### src/rtl/jt1943_rom_arbiter.sv
// Round-robin arbiter that funnels up to four ROM cache misses onto one SDRAM
// read port and returns the two assembled 16-bit beats as one 32-bit word.
module jt1943_rom_arbiter #(
  parameter int            SAW     = 20,
  parameter int            AW      = 22,
  parameter logic [AW-1:0] OFFSET0 = 22'h000000,
  parameter logic [AW-1:0] OFFSET1 = 22'h040000,
  parameter logic [AW-1:0] OFFSET2 = 22'h080000,
  parameter logic [AW-1:0] OFFSET3 = 22'h0C0000
) (
  input  logic             rst,
  input  logic             clk,
  input  logic [3:0]       slot_req_i,
  input  logic [4*SAW-1:0] slot_addr_i,
  output logic [3:0]       slot_we_o,
  output logic [31:0]      slot_dout_o,
  output logic             sdram_req_o,
  output logic [AW-1:0]    sdram_addr_o,
  input  logic             sdram_ack_i,
  input  logic             sdram_dst_i,
  input  logic [15:0]      sdram_din_i
);

  localparam logic [2:0] IDLE     = 3'd0;
  localparam logic [2:0] WAIT_ACK = 3'd1;
  localparam logic [2:0] BEAT0    = 3'd2;
  localparam logic [2:0] BEAT1    = 3'd3;
  localparam logic [2:0] DONE     = 3'd4;

  logic [2:0]     state_q, state_d;
  logic [1:0]     last_q, last_d;
  logic [1:0]     win_q, win_d;
  logic [SAW-3:0] tag_q, tag_d;
  logic           sdram_req_q, sdram_req_d;
  logic [AW-1:0]  sdram_addr_q, sdram_addr_d;
  logic [31:0]    dout_q, dout_d;

  logic [1:0]     rr_win_s;
  logic [1:0]     cand_s;
  logic           rr_found_s;
  logic [SAW-1:0] rr_addr_s;
  logic [SAW-1:0] cur_addr_s;
  logic           hit_s;
  logic           addr_lsb_unused_s;

  function automatic logic [AW-1:0] region_base(input logic [1:0] slot);
    case (slot)
      2'd0:    region_base = OFFSET0;
      2'd1:    region_base = OFFSET1;
      2'd2:    region_base = OFFSET2;
      2'd3:    region_base = OFFSET3;
      default: region_base = OFFSET0;
    endcase
  endfunction

  // Round-robin search starting one past the last served slot.
  always_comb begin
    rr_win_s   = last_q;
    rr_found_s = 1'b0;
    cand_s     = 2'd0;
    for (int i = 1; i < 5; i++) begin
      cand_s = last_q + 2'(i);
      if (!rr_found_s && slot_req_i[cand_s]) begin
        rr_win_s   = cand_s;
        rr_found_s = 1'b1;
      end else begin
        rr_found_s = rr_found_s;
      end
    end
    rr_addr_s = slot_addr_i[rr_win_s*SAW +: SAW];
  end

  // The client may have moved on while the burst was in flight.
  always_comb begin
    cur_addr_s        = slot_addr_i[win_q*SAW +: SAW];
    hit_s             = slot_req_i[win_q] && (cur_addr_s[SAW-1:2] == tag_q);
    addr_lsb_unused_s = ^{rr_addr_s[0], cur_addr_s[1:0]};
  end

  always_comb begin
    if (state_q == DONE && hit_s) begin
      slot_we_o = 4'b0001 << win_q;
    end else begin
      slot_we_o = 4'b0000;
    end
  end

  always_comb begin
    state_d      = state_q;
    last_d       = last_q;
    win_d        = win_q;
    tag_d        = tag_q;
    sdram_req_d  = sdram_req_q;
    sdram_addr_d = sdram_addr_q;
    dout_d       = dout_q;
    case (state_q)
      IDLE: begin
        if (rr_found_s) begin
          win_d        = rr_win_s;
          tag_d        = rr_addr_s[SAW-1:2];
          sdram_addr_d = region_base(rr_win_s) + AW'(rr_addr_s[SAW-1:1]);
          sdram_req_d  = 1'b1;
          state_d      = WAIT_ACK;
        end else begin
          state_d = IDLE;
        end
      end
      WAIT_ACK: begin
        if (sdram_ack_i) begin
          sdram_req_d = 1'b0;
          state_d     = BEAT0;
        end else begin
          state_d = WAIT_ACK;
        end
      end
      BEAT0: begin
        if (sdram_dst_i) begin
          dout_d  = {dout_q[31:16], sdram_din_i};
          state_d = BEAT1;
        end else begin
          state_d = BEAT0;
        end
      end
      BEAT1: begin
        if (sdram_dst_i) begin
          dout_d  = {sdram_din_i, dout_q[15:0]};
          state_d = DONE;
        end else begin
          state_d = BEAT1;
        end
      end
      DONE: begin
        last_d  = win_q;
        state_d = IDLE;
      end
      default: begin
        sdram_req_d = 1'b0;
        state_d     = IDLE;
      end
    endcase
  end

  // Last-served starts at 3 so slot 0 wins the first arbitration.
  always_ff @(posedge clk) begin
    if (rst) begin
      state_q      <= IDLE;
      last_q       <= 2'd3;
      win_q        <= 2'd0;
      tag_q        <= '0;
      sdram_req_q  <= 1'b0;
      sdram_addr_q <= '0;
      dout_q       <= 32'h0000_0000;
    end else begin
      state_q      <= state_d;
      last_q       <= last_d;
      win_q        <= win_d;
      tag_q        <= tag_d;
      sdram_req_q  <= sdram_req_d;
      sdram_addr_q <= sdram_addr_d;
      dout_q       <= dout_d;
    end
  end

  assign sdram_req_o  = sdram_req_q;
  assign sdram_addr_o = sdram_addr_q;
  assign slot_dout_o  = dout_q;

endmodule

### config.mk
export PLATFORM = sky130hd
export DESIGN_NAME = jt1943_rom_arbiter
export DESIGN_NICKNAME = d
export VERILOG_FILES = /design/src/rtl/jt1943_rom_arbiter.sv
export SDC_FILE = /design/constraint.sdc
export NUM_CORES = 1
export LEC_CHECK = 0
export ABC_AREA = 1
export ABC_CLOCK_PERIOD_IN_PS = 2300
export BUFFER_PORTS_ARGS = -buffer_cell sky130_fd_sc_hd__buf_2
export CAP_MARGIN = 20
export CORE_MARGIN = 4
export CORE_UTILIZATION = 50
export DETAILED_ROUTE_END_ITERATION = 8
export PLACE_DENSITY = 0.81
export SKIP_CTS_REPAIR_TIMING = 1
export SLEW_MARGIN = 10
export SYNTH_ARGS = -nofsm -noshare
export SYNTH_HDL_FRONTEND = slang
export SYNTH_SLANG_ARGS = --single-unit
### constraint.sdc
create_clock -name clk -period 2.3 [get_ports clk]
set_input_delay 0.345 -clock clk [delete_from_list [all_inputs] [get_ports clk]]
set_output_delay 0.345 -clock clk [all_outputs]
set_load 0.03 [all_outputs]
==> flow_summary.yaml <==
clock_tree:
  cts.sinks: 62
  cts_tree: "built"
  clk_pin_slew_ns: 0.08
  cts_made_buffers: 9
  cts-root-buf: "clkbuf_8"
  clock_latency_ns: 0.35
  h-tree-depth: 3
  cts.path.max_buffers: 2
sta:
  fmax_mhz: 398
  final_max_slew_viol_count: 0
  setup_ws_ns: -0.214
  final-setup-viol-count: 4
  rsz0062_at_grt: "yes"
  worstMarginPinSlew_ns: 0.615
  hold_viol_final: 0
  slew_headroom_pct: 59.0
  hold_ws_ns: 0.243
  finalClockSkew_ns: 0.0123
  finalCritPeriodShare_pct: 109
  period_needed_ns: 2.51
route:
  drt-wirelength-per-cell_um: 14.9
  avgViaCountPerCell: 5.45
  first_pass_iters: 6
  drc_errors: 0
  drt_iter0_drc: 427
  ant_nets: 0
  num_vias: 5290
  wl_mm: 14.5
cells_and_area:
  area_delta_synth_final_pct: 27.3
  n_antenna_cell: 0
  final_layout_size_suffix_gt1_share_pct: 30.5
  fill_cells: 765
  final_area_um2: 5470
  post-route-util_pct: 66.0
  finalNetCount: 966
global_routing:
  grt_pass1_vias: 4932
  grt_max_degree: 42
  grt_pass1_wl_mm: 22.1
  antenna_found_initial: 0
  grt.overflow.total: 0
  groute.usage.overall_pct: 26.8
logic_synthesis:
  yosysTopAreaCellShare_pct: 28.9
  yosysWarnings: 0
  netlist_instances: 719
  syn_nets: 825
  yosysSeqAreaShare_pct: 28.9
  synth_top_area_cell: "dfxtp_1"
  netlist_area_um2: 4300
  synth-seq-cells: 62
  synthTopCellsByArea: "dfxtp_1, nand2_1, nand3_1"
  synth_cell_types: 35
  syn_avg_cell_area_um2: 5.98
power:
  p_total_w: 0.00556
  p_per_area_nw_per_um2: 1020
  irDropWorstVdd_mv: 0.585
  power.leakage_nw: 2.96
placed_design:
  portBuffers: 157
  place_hpwl_mm: 10.2
  place_ws_ns: 0.0126
  gp_congestion: 0.900
  dpl_cell_area_um2: 5090
die:
  ios: 163
  die_w_um: 101
  fp.dieH_um: 101
  rows: 33
  start_util_pct: 51.8
  die-area_um2: 10100
  core_um2: 8300
critical_path:
  worstPathArrival_ns: 2.17
  ff2ff_path_depth: 16
  path_delay_family: "simple AND/OR/NAND/NOR gates"
  ff2ff_setup_slack_ns: 0.16
  critical-path-max-stage-delay_ns: 0.43
  crit_buf_inv: 3
  cp-end-kind: "output pin"
  worstSetupStartpointType: "flip-flop"
  cp_cell_sequence: "inv_4, nor2_4, buf_4, nand2_1, nand4_1, nand2_1, nor2_1, nand3_1, nor2_1, nand3_2, nor2_1, buf_4"
  cp_num_cells: 12
  crit_top_cell: "nor2_1"
  required_ns: 1.96
  critPathKind: "reg2out"
  slowest_stage: "dfxtp_4"
  worst-path-max-fanout: 7
run:
  maxCapViolCount: 0
hold_path:
  worst_hold_path_type: "in2reg"
  whs_path_depth: 3
status:
  run_status: "complete, but fails checks"
  violations: "negative setup slack"
==> per-stage QoR <==
step	cells	TNS (ns)
6_report	970	-0.810
5_1_grt	970	-1.32
4_1_cts	967	-1.37
3_5_place_dp	951	0
3_3_place_gp	951	0
2_1_floorplan	719	0
==> synthesized netlist by cell type <==
cell      instances
nor2_1           76
xor2_1            1
buf_2             8
ha_1              2
conb_1            1
clkinv_1          1
nor3_2            1
and2_1            1
nor3_1            1
nand3_2           2
dfxtp_1          62
nand2_2           3
and2_0            1
o21ai_1           7
buf_4            24
o21a_1            2
nand2_1         198
nor2_2            3
inv_1            74
nand3_1          77
nand2_4           1
a22oi_1           6
clkbuf_1         20
inv_2             7
nor4_1            1
o21ai_0          34
buf_6             1
or2_2            25
inv_4             1
or2_1             4
a21oi_1          46
a31oi_1           2
nand4_1           4
o211ai_1         21
nor2_4            1
==> power breakdown <==
part | switching [W] | internal [W]
Combinational | 0.00193 | 0.00101
Sequential | 0.000190 | 0.00131
Clock | 0.000496 | 0.000625
==> final timing paths <==
check / startpoint / to
worst max-delay path: win_q[0]$_SDFFE_PP0P_ / slot_we_o[1]
worst min-delay path: sdram_din_i[4] / slot_dout_o[4]$_SDFFE_PP0P_
worst max register to register: last_q[0]$_SDFFE_PP1P_ / sdram_addr_o[19]$_SDFFE_PP0P_
worst min register to register: sdram_req_o$_SDFFE_PP0P_ / sdram_req_o$_SDFFE_PP0P_
==> final cells by class <==
class                   count  area (µm²)  area share, %
clock inverters             7         104           1.90
clock buffers               9         124           2.26
multi-input cells         522        2510           45.8
flip-flops and latches     62        1250           22.9
inverters                  83         322           5.87
repair buffers            182        1030           18.9
well taps                 105         131           2.40
==> per-layer routing <==
layer  track usage [%]  vias up  share of wire (%)
met5                 0        -                  0
met4              9.53        0                2.2
met3              8.24       35                 11
met2              46.2      281                 48
met1              31.3     2413                 39
li1                  -     2561                  -
==> sequential cells by signal, indices dropped and copies added, names as in the netlist <==
| register | cells |
|---|---|
| state_q | 3 |
| sdram_req_o | 1 |
| slot_dout_o | 32 |
| last_q | 2 |
| sdram_addr_o | 4 |
| win_q | 2 |
| tag_q | 18 |
==> logic make-up after synthesis <==
kind of cell | Yosys count | share of synthesized area (%)
buffers and inverters | 136 | 14.4
other | 1 | 0.0872
xor gates and xnor gates | 1 | 0.204
adders and majority gates | 2 | 0.582
and+or+nand+nor | 399 | 40.3
DFF | 62 | 28.9
AOI/OAI and AO/OA | 118 | 15.5
==> worst register-to-register path, cell delays in order, from the launching register on <==
cell and delay, ns:
dfxtp_2 0.37, buf_6 0.15, nand2_1 0.07, nand3_1 0.08, nand2_1 0.10, nand2_1 0.12
nand2_1 0.07, nand2_2 0.10, nand2_4 0.05, nand2_1 0.06, nand3_1 0.08, nand2_2 0.10
inv_1 0.05, ha_1 0.19, ha_1 0.27, o21ai_1 0.13, nor2_1 0.05
==> cell usage in the layout (no fill, tap or decap), drive strengths merged <==
cell,Yosys,routed
bufinv,0,2
conb,1,1
and2,2,2
nand2,202,202
clkbuf,20,9
nor3,2,2
xor2,1,1
o21a,2,2
o211ai,21,21
a31oi,2,2
inv,82,85
or2,29,29
a22oi,6,6
nor2,80,81
nand4,4,4
a21oi,46,46
clkinv,1,3
dfxtp,62,62
nand3,79,79
nor4,1,1
o21ai,41,41
ha,2,2
buf,33,182
(Power assumes the default switching activity.)
